==> src/rtl/seg7_pkg.sv <==
// Shared constants for the 7-segment scan decoder and anything that drives its segment pins.
// Latency: none (constants and a pure function only).
// Backpressure: not applicable.
package seg7_pkg;

    localparam int DIGITS_DEFAULT        = 8;
    localparam int STABLE_CYCLES_DEFAULT = 4;

    // Segment order is {a,b,c,d,e,f,g}, with a in bit 6.
    localparam logic [6:0] SEG_0 = 7'h7E;
    localparam logic [6:0] SEG_1 = 7'h30;
    localparam logic [6:0] SEG_2 = 7'h6D;
    localparam logic [6:0] SEG_3 = 7'h79;
    localparam logic [6:0] SEG_4 = 7'h33;
    localparam logic [6:0] SEG_5 = 7'h5B;
    localparam logic [6:0] SEG_6 = 7'h5F;
    localparam logic [6:0] SEG_7 = 7'h70;
    localparam logic [6:0] SEG_8 = 7'h7F;
    localparam logic [6:0] SEG_9 = 7'h7B;
    localparam logic [6:0] SEG_A = 7'h77;
    localparam logic [6:0] SEG_B = 7'h1F;
    localparam logic [6:0] SEG_C = 7'h4E;
    localparam logic [6:0] SEG_D = 7'h3D;
    localparam logic [6:0] SEG_E = 7'h4F;
    localparam logic [6:0] SEG_F = 7'h47;

    localparam logic [6:0] SEG_CODES [16] = '{
        SEG_0, SEG_1, SEG_2, SEG_3, SEG_4, SEG_5, SEG_6, SEG_7,
        SEG_8, SEG_9, SEG_A, SEG_B, SEG_C, SEG_D, SEG_E, SEG_F
    };

    typedef struct packed {
        logic [3:0] nibble;
        logic       invalid;
    } hex_dec_t;

    function automatic logic [6:0] hex_to_seg(input logic [3:0] nibble);
        return SEG_CODES[nibble];
    endfunction

endpackage

==> src/rtl/seg7_to_hex.sv <==
// Combinational lookup from a 7-segment pattern to its hex nibble, flagging non-hex patterns.
// Latency: purely combinational.
// Backpressure: none.
module seg7_to_hex
    import seg7_pkg::*;
(
    input  logic [6:0] pattern,
    output logic [3:0] nibble,
    output logic       invalid
);

    always_comb begin
        nibble  = 4'h0;
        invalid = 1'b1;
        for (int i = 0; i < 16; i++) begin
            if (pattern == SEG_CODES[i]) begin
                nibble  = 4'(i);
                invalid = 1'b0;
            end
        end
    end

endmodule

==> src/rtl/seg7_scan_decoder.sv <==
// Recovers the hex digits shown on a multiplexed 7-segment display by sniffing its select/segment pins.
// Latency: a stable pin pattern lands in the outputs on the (STABLE_CYCLES+2)-th clock edge after it appears.
// Backpressure: none; pins are sampled every cycle and the block never stalls.
module seg7_scan_decoder
    import seg7_pkg::*;
#(
    parameter int DIGITS        = DIGITS_DEFAULT,
    parameter int STABLE_CYCLES = STABLE_CYCLES_DEFAULT
) (
    input  logic                  clk,
    input  logic                  reset,
    input  logic [DIGITS-1:0]     num_csn,
    input  logic [6:0]            num_a_g,
    output logic [4*DIGITS-1:0]   digits,
    output logic [DIGITS-1:0]     digit_valid,
    output logic [DIGITS-1:0]     seg_err,
    output logic                  frame_done,
    output logic                  csn_err
);

    typedef struct packed {
        logic [DIGITS-1:0] csn;
        logic [6:0]        seg;
    } pins_t;

    localparam logic [3:0] STABLE_MAX = 4'(STABLE_CYCLES);

    pins_t             sync1;
    pins_t             sync2;
    pins_t             prev;
    logic [3:0]        stable_cnt;
    logic [DIGITS-1:0] seen;

    logic              sample_changed;
    logic [3:0]        cnt_next;
    logic              evaluate;
    logic [DIGITS-1:0] sel_low;
    logic              sel_onehot;
    logic              capture;
    logic [DIGITS-1:0] seen_base;
    hex_dec_t          dec;

    seg7_to_hex u_seg7_to_hex (
        .pattern (sync2.seg),
        .nibble  (dec.nibble),
        .invalid (dec.invalid)
    );

    always_comb begin
        sample_changed = (sync2 != prev);
        if (sample_changed) begin
            cnt_next = 4'd1;
        end else if (stable_cnt == STABLE_MAX) begin
            cnt_next = stable_cnt;
        end else begin
            cnt_next = stable_cnt + 4'd1;
        end
        // Only the edge that reaches the threshold evaluates; saturation keeps a held display silent.
        evaluate   = (cnt_next == STABLE_MAX) && (stable_cnt != STABLE_MAX);
        sel_low    = ~sync2.csn;
        sel_onehot = (sel_low != '0) && ((sel_low & (sel_low - DIGITS'(1))) == '0);
        capture    = evaluate && sel_onehot;
        // A full frame is retired on the same edge it is reported, so a coincident capture starts the next one.
        seen_base  = (&seen) ? '0 : seen;
    end

    always_ff @(posedge clk or posedge reset) begin
        if (reset) begin
            sync1       <= '0;
            sync2       <= '0;
            prev        <= '0;
            stable_cnt  <= '0;
            seen        <= '0;
            digits      <= '0;
            digit_valid <= '0;
            seg_err     <= '0;
            frame_done  <= 1'b0;
            csn_err     <= 1'b0;
        end else begin
            sync1      <= pins_t'{csn: num_csn, seg: num_a_g};
            sync2      <= sync1;
            prev       <= sync2;
            stable_cnt <= cnt_next;
            frame_done <= &seen;
            csn_err    <= evaluate && !sel_onehot;
            seen       <= capture ? (seen_base | sel_low) : seen_base;
            for (int i = 0; i < DIGITS; i++) begin
                if (capture && sel_low[i]) begin
                    digits[4*i +: 4] <= dec.nibble;
                    digit_valid[i]   <= 1'b1;
                    seg_err[i]       <= dec.invalid;
                end
            end
        end
    end

endmodule

==> config.mk <==
export PLATFORM = sky130hd
export DESIGN_NAME = seg7_scan_decoder
export DESIGN_NICKNAME = d
export VERILOG_FILES = /design/src/rtl/seg7_pkg.sv /design/src/rtl/seg7_to_hex.sv /design/src/rtl/seg7_scan_decoder.sv
export SDC_FILE = /design/constraint.sdc
export NUM_CORES = 1
export LEC_CHECK = 0
export CAP_MARGIN = 20
export CORE_MARGIN = 2
export CORE_UTILIZATION = 57
export CTS_BUF_LIST = sky130_fd_sc_hd__clkbuf_16
export CTS_CLUSTER_SIZE = 24
export DETAILED_ROUTE_END_ITERATION = 8
export PLACE_DENSITY = 0.81
export SYNTH_ARGS = -nofsm -noshare
export SYNTH_HDL_FRONTEND = slang
export SYNTH_SLANG_ARGS = --single-unit
export TNS_END_PERCENT = 5
==> constraint.sdc <==
create_clock -name clk -period 8.9 [get_ports clk]
set_clock_uncertainty 0.15 [all_clocks]
set_input_delay 0.89 -clock clk [delete_from_list [all_inputs] [get_ports clk]]
set_output_delay 0.89 -clock clk [all_outputs]
set_load 0.01 [all_outputs]
## Word-level counts from Yosys, hierarchy flattened

Index checks and enable logic that the tools add are counted.

| cells by class | value |
|---|---|
| add/sub/neg operators | 2 |
| $mul | 0 |
| divide/modulo/power cells | 0 |
| magnitude comparators | 0 |
| equality and inequality tests | 20 |
| shifts and indexed selects | 0 |
| mux-type cells | 35 |
| bitwise gates (word level) | 3 |
| reduce and logical (&&, ||, !) cells | 16 |

Operators with widths:

| operator | count |
|---|---|
| == test 7 bit (second input constant) | 12 |
| 2-to-1 mux 4 bit | 10 |
| == test 7 x 6 -> 1 bit (second input constant) | 3 |
| 2-to-1 mux 1 bit | 17 |
| 2-to-1 mux 8 bit | 2 |
| inequality test 15 bit | 1 |
| logical AND 1 bit | 12 |
| 2-to-1 mux 3 bit | 4 |
| AND 8 bit | 1 |
| == test 4 x 3 -> 1 bit (second input constant) | 2 |
| logical NOT 8 bit | 1 |
| NOT 8 bit | 1 |
| OR 8 bit | 1 |
| AND reduction 8 bit | 1 |
| nonzero test 8 bit | 1 |
| subtractor 8 x 1 -> 8 bit (second input constant) | 1 |
| == test 7 x 5 -> 1 bit (second input constant) | 1 |
| adder 4 x 1 -> 4 bit (second input constant) | 1 |
| 2-to-1 mux 2 bit | 2 |
| inequality test 4 x 3 -> 1 bit (second input constant) | 1 |
| logical NOT 1 bit | 1 |

| storage, ports and cells | value |
|---|---|
| flip-flop bits (word level) | 107 |
| latch bits | 0 |
| memory bits (writable) | 0 |
| ROM bits | 0 |
| bits of input ports | 17 |
| output and inout bits | 50 |
| logic and storage cells | 110 |
| memories | 0 |

## Logic depth before layout (Yosys ltp)

Gate-level depths: netlist of the first run.

| depth | value |
|---|---|
| word-level depth | 17 |
| gate-level depth with buffers | 8 |
| mapped depth without buffers | 7 |

## Hierarchy

From an unflattened synthesis of the first run, not the netlist that was laid out.

| second synthesis, totals | value |
|---|---|
| cell total of the unflattened synthesis | 293 |
| area, all modules | 4190.3 um2 |

Modules (own cells, without submodules):

| module | instances | cells each | area an instance (um2) | sequential area each (um2) |
|---|---|---|---|---|
| seg7_scan_decoder | 1 | 237 | 3832.4 | 2677.6 |
| seg7_to_hex | 1 | 56 | 357.8 | 0.0 |

## Worst setup path before layout of the first run

Ideal clock, no wire load.

| timing | value |
|---|---|
| kind | register to register |
| start | register sync2[10] in the netlist's numbering |
| end | register digits[21] |
| library setup time | 125 ps |
| arrival time | 2171 ps |
| required time | 8625 ps |
| slack | 6455 ps |
| stages on the path, launching flop included | 7 |
| buffers on the path | 1 |
| period minus slack after synthesis | 2445 ps |
| cells stage by stage | dfrtp_1 -> and4_4 -> mux2_1 -> a32o_1 -> buf_6 -> nor4_4 -> mux2_2 |

| between the ends | value |
|---|---|
| longest elaborated chain between the ends | 7 |
| elaborated cells on any way between the ends | 12 |
| classes of those cells | 1 x add/sub; 2 x eq/ne; 1 x mux; 2 x bitwise; 6 x reduce/logical |

RTL lines:

| what | line | source |
|---|---|---|
| from (decl) | seg7_scan_decoder.sv:29 | `pins_t sync2;` |
| from (signal assigned) | seg7_scan_decoder.sv:81 | `sync2 <= sync1;` |
| NOT 8 bit | seg7_scan_decoder.sv:60 | `sel_low = ~sync2.csn;` |
| subtractor 8 x 1 -> 8 bit | seg7_scan_decoder.sv:61 | `sel_onehot = (sel_low != '0) && ((sel_low & (sel_low - DIGITS'(1))) == '0);` |
| AND 8 bit | seg7_scan_decoder.sv:61 |  |
| logical NOT 8 bit | seg7_scan_decoder.sv:61 |  |
| logical AND 1 bit | seg7_scan_decoder.sv:61 |  |
| logical AND 1 bit (*) | seg7_scan_decoder.sv:62 | `capture = evaluate && sel_onehot;` |
| logical AND 1 bit (*) | seg7_scan_decoder.sv:88 | `if (capture && sel_low[i]) begin` |
| to (signal, indexed assignment) | seg7_scan_decoder.sv:89 | `digits[4*i +: 4] <= dec.nibble;` |
| to (decl) | seg7_scan_decoder.sv:14 | `output logic [4*DIGITS-1:0] digits,` |

Every way passes the cells marked *; elsewhere a longest branch is shown, timed or not.
A chain may end at the register's enable or synchronous reset.

## Final worst setup path of the first run

| timing | value |
|---|---|
| start | register stable_cnt[0] |
| end | register seg_err[0] |

| between the ends | value |
|---|---|
| longest elaborated chain between the ends | 7 |
| elaborated cells on any way between the ends | 9 |
| classes of those cells | 1 x add/sub; 3 x eq/ne; 2 x mux; 3 x reduce/logical |

RTL lines:

| what | line | source |
|---|---|---|
| from (decl) | seg7_scan_decoder.sv:31 | `logic [3:0] stable_cnt;` |
| from (signal assigned) | seg7_scan_decoder.sv:83 | `stable_cnt <= cnt_next;` |
| adder 4 x 1 -> 4 bit or == test 4 x 3 -> 1 bit (tied branches) | seg7_scan_decoder.sv:56, seg7_scan_decoder.sv:53 |  |
| 2-to-1 mux 4 bit | seg7_scan_decoder.sv:53 | `end else if (stable_cnt == STABLE_MAX) begin` |
| 2-to-1 mux 4 bit | seg7_scan_decoder.sv:51 | `if (sample_changed) begin` |
| == test 4 x 3 -> 1 bit | seg7_scan_decoder.sv:59 | `evaluate = (cnt_next == STABLE_MAX) && (stable_cnt != STABLE_MAX);` |
| logical AND 1 bit (*) | seg7_scan_decoder.sv:59 |  |
| logical AND 1 bit (*) | seg7_scan_decoder.sv:62 |  |
| logical AND 1 bit (*) | seg7_scan_decoder.sv:88 |  |
| to (signal, indexed assignment) | seg7_scan_decoder.sv:91 | `seg_err[i] <= dec.invalid;` |
| to (decl) | seg7_scan_decoder.sv:16 | `output logic [DIGITS-1:0] seg_err,` |

Marked as above.

==> results of run 1 <==
routing by layer:
layer	vias up	share of wire, %
li1	1260	-
met1	1397	43
met2	68	51
met3	10	4.5
met4	0	1.1
met5	-	0
stage by stage:
| stage | worst slack (ns) | hold WS (ns) | power, mW | utilization [%] |
|---|---|---|---|---|
| 2_1_floorplan | 5.043 | 0.1812 | 0.5399 | - |
| 3_3_place_gp | 6.008 | 0.1823 | 0.5536 | 69.40 |
| 3_5_place_dp | 5.958 | 0.1847 | 0.5553 | 69.40 |
| 4_1_cts | 5.919 | 0.2002 | 0.9469 | 73.39 |
| 5_1_grt | 5.787 | 0.2048 | 0.9696 | 73.39 |
| 6_report | 5.914 | 0.1984 | 0.9375 | 73.39 |
cells by family (layout without fill, tap and decap cells):
logic type	count (synthesis)	count (layout)	share of synthesized area [%]
DFF	107	107	61.44
and+or+nand+nor	86	86	15.36
AOI/OAI and AO/OA	41	41	6.575
muxes	41	41	10.59
buffers and inverters	21	89	2.010
xor gates and xnor gates	16	16	3.216
adders and majority gates	3	3	0.8038
worst max-delay path, stage by stage (launching register included):
cell	delay, ns
dfrtp_1	0.45
inv_1	0.07
ha_1	0.23
a211o_1	0.23
a21oi_1	0.55
o211ai_1	0.22
nor4_4	0.55
mux2_2	0.42
flip-flops by register name, summed over array words and instances, names as in the netlist:
name         cells
seen             8
sync1           15
seg_err          8
sync2           15
digits          32
frame_done       1
prev            15
stable_cnt       4
csn_err          1
digit_valid      8
cells in the mapped netlist, types with 2 or more instances:
| cell type | number | area [sq um] |
|---|---|---|
| xor2_1 | 12 | 105.1 |
| o22ai_1 | 3 | 18.77 |
| nand2_1 | 4 | 15.01 |
| a21o_1 | 8 | 60.06 |
| nor3_1 | 4 | 20.02 |
| mux2_2 | 33 | 371.6 |
| a21oi_1 | 7 | 35.03 |
| nor2b_1 | 4 | 25.02 |
| nand3b_1 | 5 | 37.54 |
| clkbuf_1 | 11 | 41.29 |
| nor2_1 | 11 | 41.29 |
| ha_1 | 2 | 25.02 |
| a31oi_1 | 2 | 12.51 |
| nand4_1 | 6 | 37.54 |
| inv_1 | 6 | 22.52 |
| xnor2_1 | 4 | 35.03 |
| buf_1 | 2 | 7.510 |
| dfrtp_1 | 107 | 2678 |
| o21ai_0 | 3 | 15.01 |
| and3_1 | 2 | 12.51 |
| nand4b_1 | 3 | 26.28 |
| nor4_4 | 8 | 170.2 |
| mux2_1 | 8 | 90.09 |
| a211o_1 | 2 | 17.52 |
| or2_2 | 11 | 68.82 |
| nand2b_1 | 4 | 25.02 |
| or3b_2 | 3 | 26.28 |
| nand3_1 | 8 | 40.04 |
| nor4_1 | 2 | 12.51 |
| o211ai_1 | 10 | 75.07 |
layout by cell type (no fill, tap or decap), types with 4 or more instances in the layout:
cell type / instances
nand4_1: 6
nand3b_1: 5
clkdlybuf4s50_1: 66
nor4_4: 8
clkbuf_16: 9
mux2_1: 8
dfrtp_1: 107
xor2_1: 12
a21oi_1: 7
o211ai_1: 10
nor2_1: 11
mux2_2: 33
or2_2: 11
inv_1: 7
nand2_1: 4
nand3_1: 8
nand2b_1: 4
nor3_1: 4
a21o_1: 8
nor2b_1: 4
xnor2_1: 4
final cells by class:
type	instances	area [sq um]
sequential	107	2678
fill	469	1951
multi-input combinational	187	1593
timing repair buffer	67	668.1
clock buffer	9	225.2
tap	99	123.9
clock inverter	7	67.56
inverter	6	25.02
where the power goes:
group / leakage [nW] / internal [mW] / total (mW) / switching (mW)
registers: 1.39 / 0.496 / 0.510 / 0.0135
clock network: 0.150 / 0.218 / 0.392 / 0.174
logic: 1.00 / 0.0154 / 0.0357 / 0.0202
worst min-delay path by stage:
stage / from / end / slack [ns] / cells after the start
6_report: sync1[13]$_DFF_PP0_ / sync2[13]$_DFF_PP0_ / 0.20 / 0
3_5_place_dp: sync1[13]$_DFF_PP0_ / sync2[13]$_DFF_PP0_ / 0.18 / 0
2_1_floorplan: sync1[0]$_DFF_PP0_ / sync2[0]$_DFF_PP0_ / 0.18 / 0
5_1_grt: sync1[12]$_DFF_PP0_ / sync2[12]$_DFF_PP0_ / 0.20 / 0
3_3_place_gp: sync1[1]$_DFF_PP0_ / sync2[1]$_DFF_PP0_ / 0.18 / 0
4_1_cts: sync1[13]$_DFF_PP0_ / sync2[13]$_DFF_PP0_ / 0.20 / 0
==> run_results.csv, run 1 <==
group,metric,value,unit
grt,grt_pass1_wl,14.92,mm
grt,grtUsageMet3,4.232,%
detailed_routing,drtPass1Iterations,4,
place,gpl.final_weighted_congestion,0.7660,
floorplanning,io_pins,67,
cells_and_area,final_cells,482,
place,placed_area,0.005087,sq mm
timing,max_freq,334.9,MHz
cells_and_area,num_antenna_cells,0,
timing,layout_min_cycle_time,2.986,ns
timing,slew_headroom,37.80,%
detailed_routing,detail_route.wirelength,8.841,mm
clock_tree,hold_fix_buffers_cts,0,
worst_setup_path,reg2reg_to,"seg_err[0]$_DFFE_PP0P_",
detailed_routing,initialDrtViolationCount,152,
worst_setup_path,worstSetupEndpoint,"seg_err[0]$_DFFE_PP0P_",
synth,synth-async-reset-ratio,100.0,%
worst_setup_path,timing.rr.start,"stable_cnt[0]$_DFF_PP0_",
worst_setup_path,timing_worst_setup_path_type,"reg -> reg",
run,maxCapViolations,0,
synth,synth.net_count,334,
floorplanning,core_area,0.007331,sq mm
timing,finalHoldViolCount,0,
timing,slew_violations,0,
floorplanning,chipHeight,91.44,um
detailed_routing,drc,0,
timing,rsz0062_at_grt,"no",
worst_setup_path,critPathArrivalTime,3.07,ns
grt,met2_usage_in_global_routing,38.42,%
cells_and_area,layout-drive-gt1-share,19.58,%
clock_tree,root_buffer,"clkbuf_16",
floorplanning,die_area,0.008361,sq mm
clock_tree,clock-sinks,107,
pwr,p_leak,2.541,nW
worst_setup_path,critPathCaptureType,"register",
cells_and_area,num-nets-final,397,
timing,transition_time_at_the_pin_with_the_least_slew_margin,0.9232,ns
timing,setup_violations,0,
pwr,power_density,174.2,mW/mm^2
grt,globalRoute.busiestLayer,"met2",
pwr,power.ir.vdd_worst,0.0001302,V
clock_tree,cts_max_path_bufs,2,
synth,synth-seq-area-share,61.44,%
detailed_routing,final_antenna_net_count,0,
worst_setup_path,critPathMaxFanout,9,
worst_hold_path,holdCritPathClass,"reg -> reg",
worst_setup_path,ff2ff_path_depth,7,
cells_and_area,flow.area_growth_from_synthesis,23.46,%
synth,synthFlopType,"dfrtp_1",
worst_setup_path,critPathLaunch,"stable_cnt[0]$_DFF_PP0_",
place,dpl.hpwl,5.720,mm
timing,finalSetupTns,0,ns
floorplanning,die_w,91.44,um
grt,grt_overflow_total,0,
grt,grtUsageTotal,23.02,%
detailed_routing,vias,2735,
floorplanning,floorplan.initialDensity,59.45,%
place,place.detailed.instances,466,
cells_and_area,postLayoutCellArea,0.005380,sq mm
synth,syn-cell-area,0.004358,sq mm
synth,yosysWarningCount,0,
detailed_routing,wl_per_cell,18.34,um
floorplanning,rows,31,
clock_tree,ctsResizeCount,0,
outcome,status,"finished, final reports clean",
synth,count_of_unique_library_cells_instantiated_by_yosys,50,
detailed_routing,detail_route.vias_per_cell,5.674,
grt,vias_in_the_first_global_route,2826,
clock_tree,clock_pin_slew_on_the_worst_setup_and_hold_paths,0.07,ns
clock_tree,cts-htree-levels,3,
clock_tree,cts_tree,"yes",
grt,grt_util_met1,30.74,%
worst_setup_path,ff2ff_setup_slack,5.91,ns
clock_tree,cts_setup_buffers,0,
timing,post-route-period-util,33.55,%
worst_setup_path,worstSetupStartpointType,"register",
synth,postSynthCellCount,315,
worst_setup_path,critPathRequiredTime,8.98,ns
grt,grt_max_degree,63,
synth,synth-seq-cells,107,
place,io_buffers,66,
clock_tree,cts_inserted_buffers,9,
clock_tree,clk-insertion-delay-late,0.34,ns
grt,initial_antenna_violation_count,0,
synth,synth_edf_count,0,
synth,post_synth.cell_area_avg,13.83,sq um
No activity file was read; power rests on OpenSTA's default activity.
==> inputs of run 2 (changes only) <==
Settings changed: CORE_UTILIZATION 57 to 53, PLACE_DENSITY 0.81 to 0.76.
Clock period 8.9 ns to 2.9 ns, I/O delays scaled along.
==> run 2 against run 1 <==
Clock power grew to 2.9 times the previous value. Setup slack got worse by 5.7 ns. Sequential power rose to 3.0 times the previous value. Wire length down 1.4%. Sequential cell count did not move. Final area is 2.4% higher. First-iteration DRC count is 7.2% lower. Critical path type unchanged. Highest routed layer unchanged.
==> run_results.csv, run 2 (same netlist as run 1, synthesis figures left out) <==
group,metric,value,unit
outcome,status,"finished, final reports clean",
pwr,swShare,23.05,%
timing,setup_violations,0,
detailed_routing,initialDrtViolationCount,141,
clock_tree,clk-insertion-delay-late,0.34,ns
cells_and_area,filler_cell_count,603,
grt,globalRoute.busiestLayer,"met2",
pwr,power_density,511.3,mW/mm^2
detailed_routing,drc,0,
pwr,p_leak,2.612,nW
cells_and_area,flow.area_growth_from_synthesis,26.41,%
clock_tree,cts_max_path_bufs,2,
cells_and_area,top_register,"digits",
place,gpl.final_weighted_congestion,0.8429,
cells_and_area,num-nets-final,412,
floorplanning,die_w,94.68,um
grt,grt_overflow_total,0,
detailed_routing,detail_route.wirelength,8.713,mm
clock_tree,hold_fix_buffers_cts,0,
detailed_routing,wl_per_cell,17.32,um
cells_and_area,layout-drive-gt1-share,22.86,%
pwr,power.switching,0.6492,mW
detailed_routing,vias,2756,
floorplanning,io_pins,67,
floorplanning,rows,33,
grt,vias_in_the_first_global_route,2798,
cells_and_area,final_common_cell,"dfrtp_1",
grt,grtUsageMet3,4.789,%
timing,transition_time_at_the_pin_with_the_least_slew_margin,0.9936,ns
clock_tree,cts_inserted_buffers,9,
clock_tree,clock-sinks,107,
run,maxCapViolations,0,
timing,slew_headroom,33.06,%
worst_setup_path,critPathArrivalTime,2.78,ns
worst_setup_path,critPathRequiredTime,2.97,ns
pwr,cell_internal_pwr,2.168,mW
cells_and_area,num_antenna_cells,0,
place,io_buffers,66,
clock_tree,clock_pin_slew_on_the_worst_setup_and_hold_paths,0.07,ns
cells_and_area,final_cells,503,
timing,timing.hold.ws,0.1990,ns
clock_tree,cts_setup_buffers,0,
clock_tree,cts-htree-levels,3,
timing,finalHoldViolCount,0,
clock_tree,cts_tree,"yes",
grt,met2_usage_in_global_routing,35.11,%
grt,initial_antenna_violation_count,0,
floorplanning,floorplan.initialDensity,53.85,%
detailed_routing,final_antenna_net_count,0,
grt,grtUsageTotal,21.31,%
worst_setup_path,critPathMaxFanout,9,
cells_and_area,final_cell_mix,"107 x dfrtp_1, 66 x clkdlybuf4s50_1, 33 x mux2_2",
timing,layout_min_cycle_time,2.711,ns
pwr,power.ir.vdd_worst,0.0003663,V
cells_and_area,largest_register_ff_count,32,
pwr,seq_power_share,55.0,%
clock_tree,ctsResizeCount,0,
place,dpl.hpwl,5.726,mm
detailed_routing,detail_route.vias_per_cell,5.479,
clock_tree,root_buffer,"clkbuf_16",
worst_hold_path,holdCritPathClass,"reg -> reg",
detailed_routing,drtPass1Iterations,4,
grt,grt_pass1_wl,14.44,mm
floorplanning,die_area,0.008964,sq mm
timing,finalSetupTns,0,ns
timing,slew_violations,0,
worst_setup_path,timing_worst_setup_path_type,"reg -> reg",
grt,grt_max_degree,108,
place,place.detailed.instances,487,
worst_setup_path,ff2ff_setup_slack,0.19,ns
timing,post-route-period-util,93.50,%
worst_setup_path,critPathCaptureType,"register",
timing,rsz0062_at_grt,"no",
pwr,power_frac_comb,4.9,%
pwr,clock_power_share,40.2,%
timing,max_freq,368.8,MHz
grt,grt_util_met1,28.91,%
pwr,report.power.total,2.817,mW
floorplanning,core_area,0.008093,sq mm
worst_setup_path,worstSetupStartpointType,"register",
floorplanning,chipHeight,94.68,um
-- run 2: path summary, 6_finish.rpt --
path                                           end          startpoint  cells after the start
setup / recovery             digits[7]$_DFFE_PP0P_  sync2[8]$_DFF_PP0_                      6
hold / removal                  sync2[2]$_DFF_PP0_  sync1[2]$_DFF_PP0_                      0
setup reg to reg             digits[7]$_DFFE_PP0P_  sync2[8]$_DFF_PP0_                      6
hold reg to reg                 sync2[2]$_DFF_PP0_  sync1[2]$_DFF_PP0_                      0
max in group asynchronous  stable_cnt[1]$_DFF_PP0_               reset                      3
min in group asynchronous    digits[8]$_DFFE_PP0P_               reset                      3
-- run 2: power by group through the flow --
stage	clock (mW)	sequential, mW	combinational, mW
3_5_place_dp	0	1.58	0.138
3_3_place_gp	0	1.57	0.135
5_1_grt	1.22	1.55	0.152
4_1_cts	1.15	1.55	0.139
2_1_floorplan	0	1.57	0.0875
6_report	1.13	1.55	0.137
-- run 2: cell type report --
cell class,count,area (sq um),area share [%]
clock buffers,9,225.2,4.088
clock inverters,7,50.05,0.9085
well taps,105,131.4,2.385
flip-flops and latches,107,2678,48.60
repair buffers,82,805.8,14.63
inverters,6,26.28,0.4769
multi-input cells,187,1593,28.91
-- run 2: worst max-delay path, stage by stage (launching register included) --
cell	delay (ns)
dfrtp_1	0.46
and4_4	0.28
mux2_1	0.34
a32o_1	0.30
buf_12	0.17
nor4_4	0.50
mux2_2	0.40
-- run 2: per-layer routing --
metal	wire length, um	vias to the layer above	part of all wire, %
met5	0	-	0
met4	91	0	1.0
met3	295	7	3.4
met2	4503	59	52
met1	3823	1401	44
li1	-	1289	-
-- run 2: stage by stage --
| stage | utilization (%) | setup WS (ns) | area, sq um |
|---|---|---|---|
| after floorplan | - | 0.4547 | 4362 |
| after global placement | 64.67 | 0.2798 | 5234 |
| after detailed placement | 64.67 | 0.2093 | 5234 |
| after CTS | 68.07 | 0.1461 | 5509 |
| after global routing | 68.07 | 0.05407 | 5509 |
| final | 68.07 | 0.1885 | 5509 |
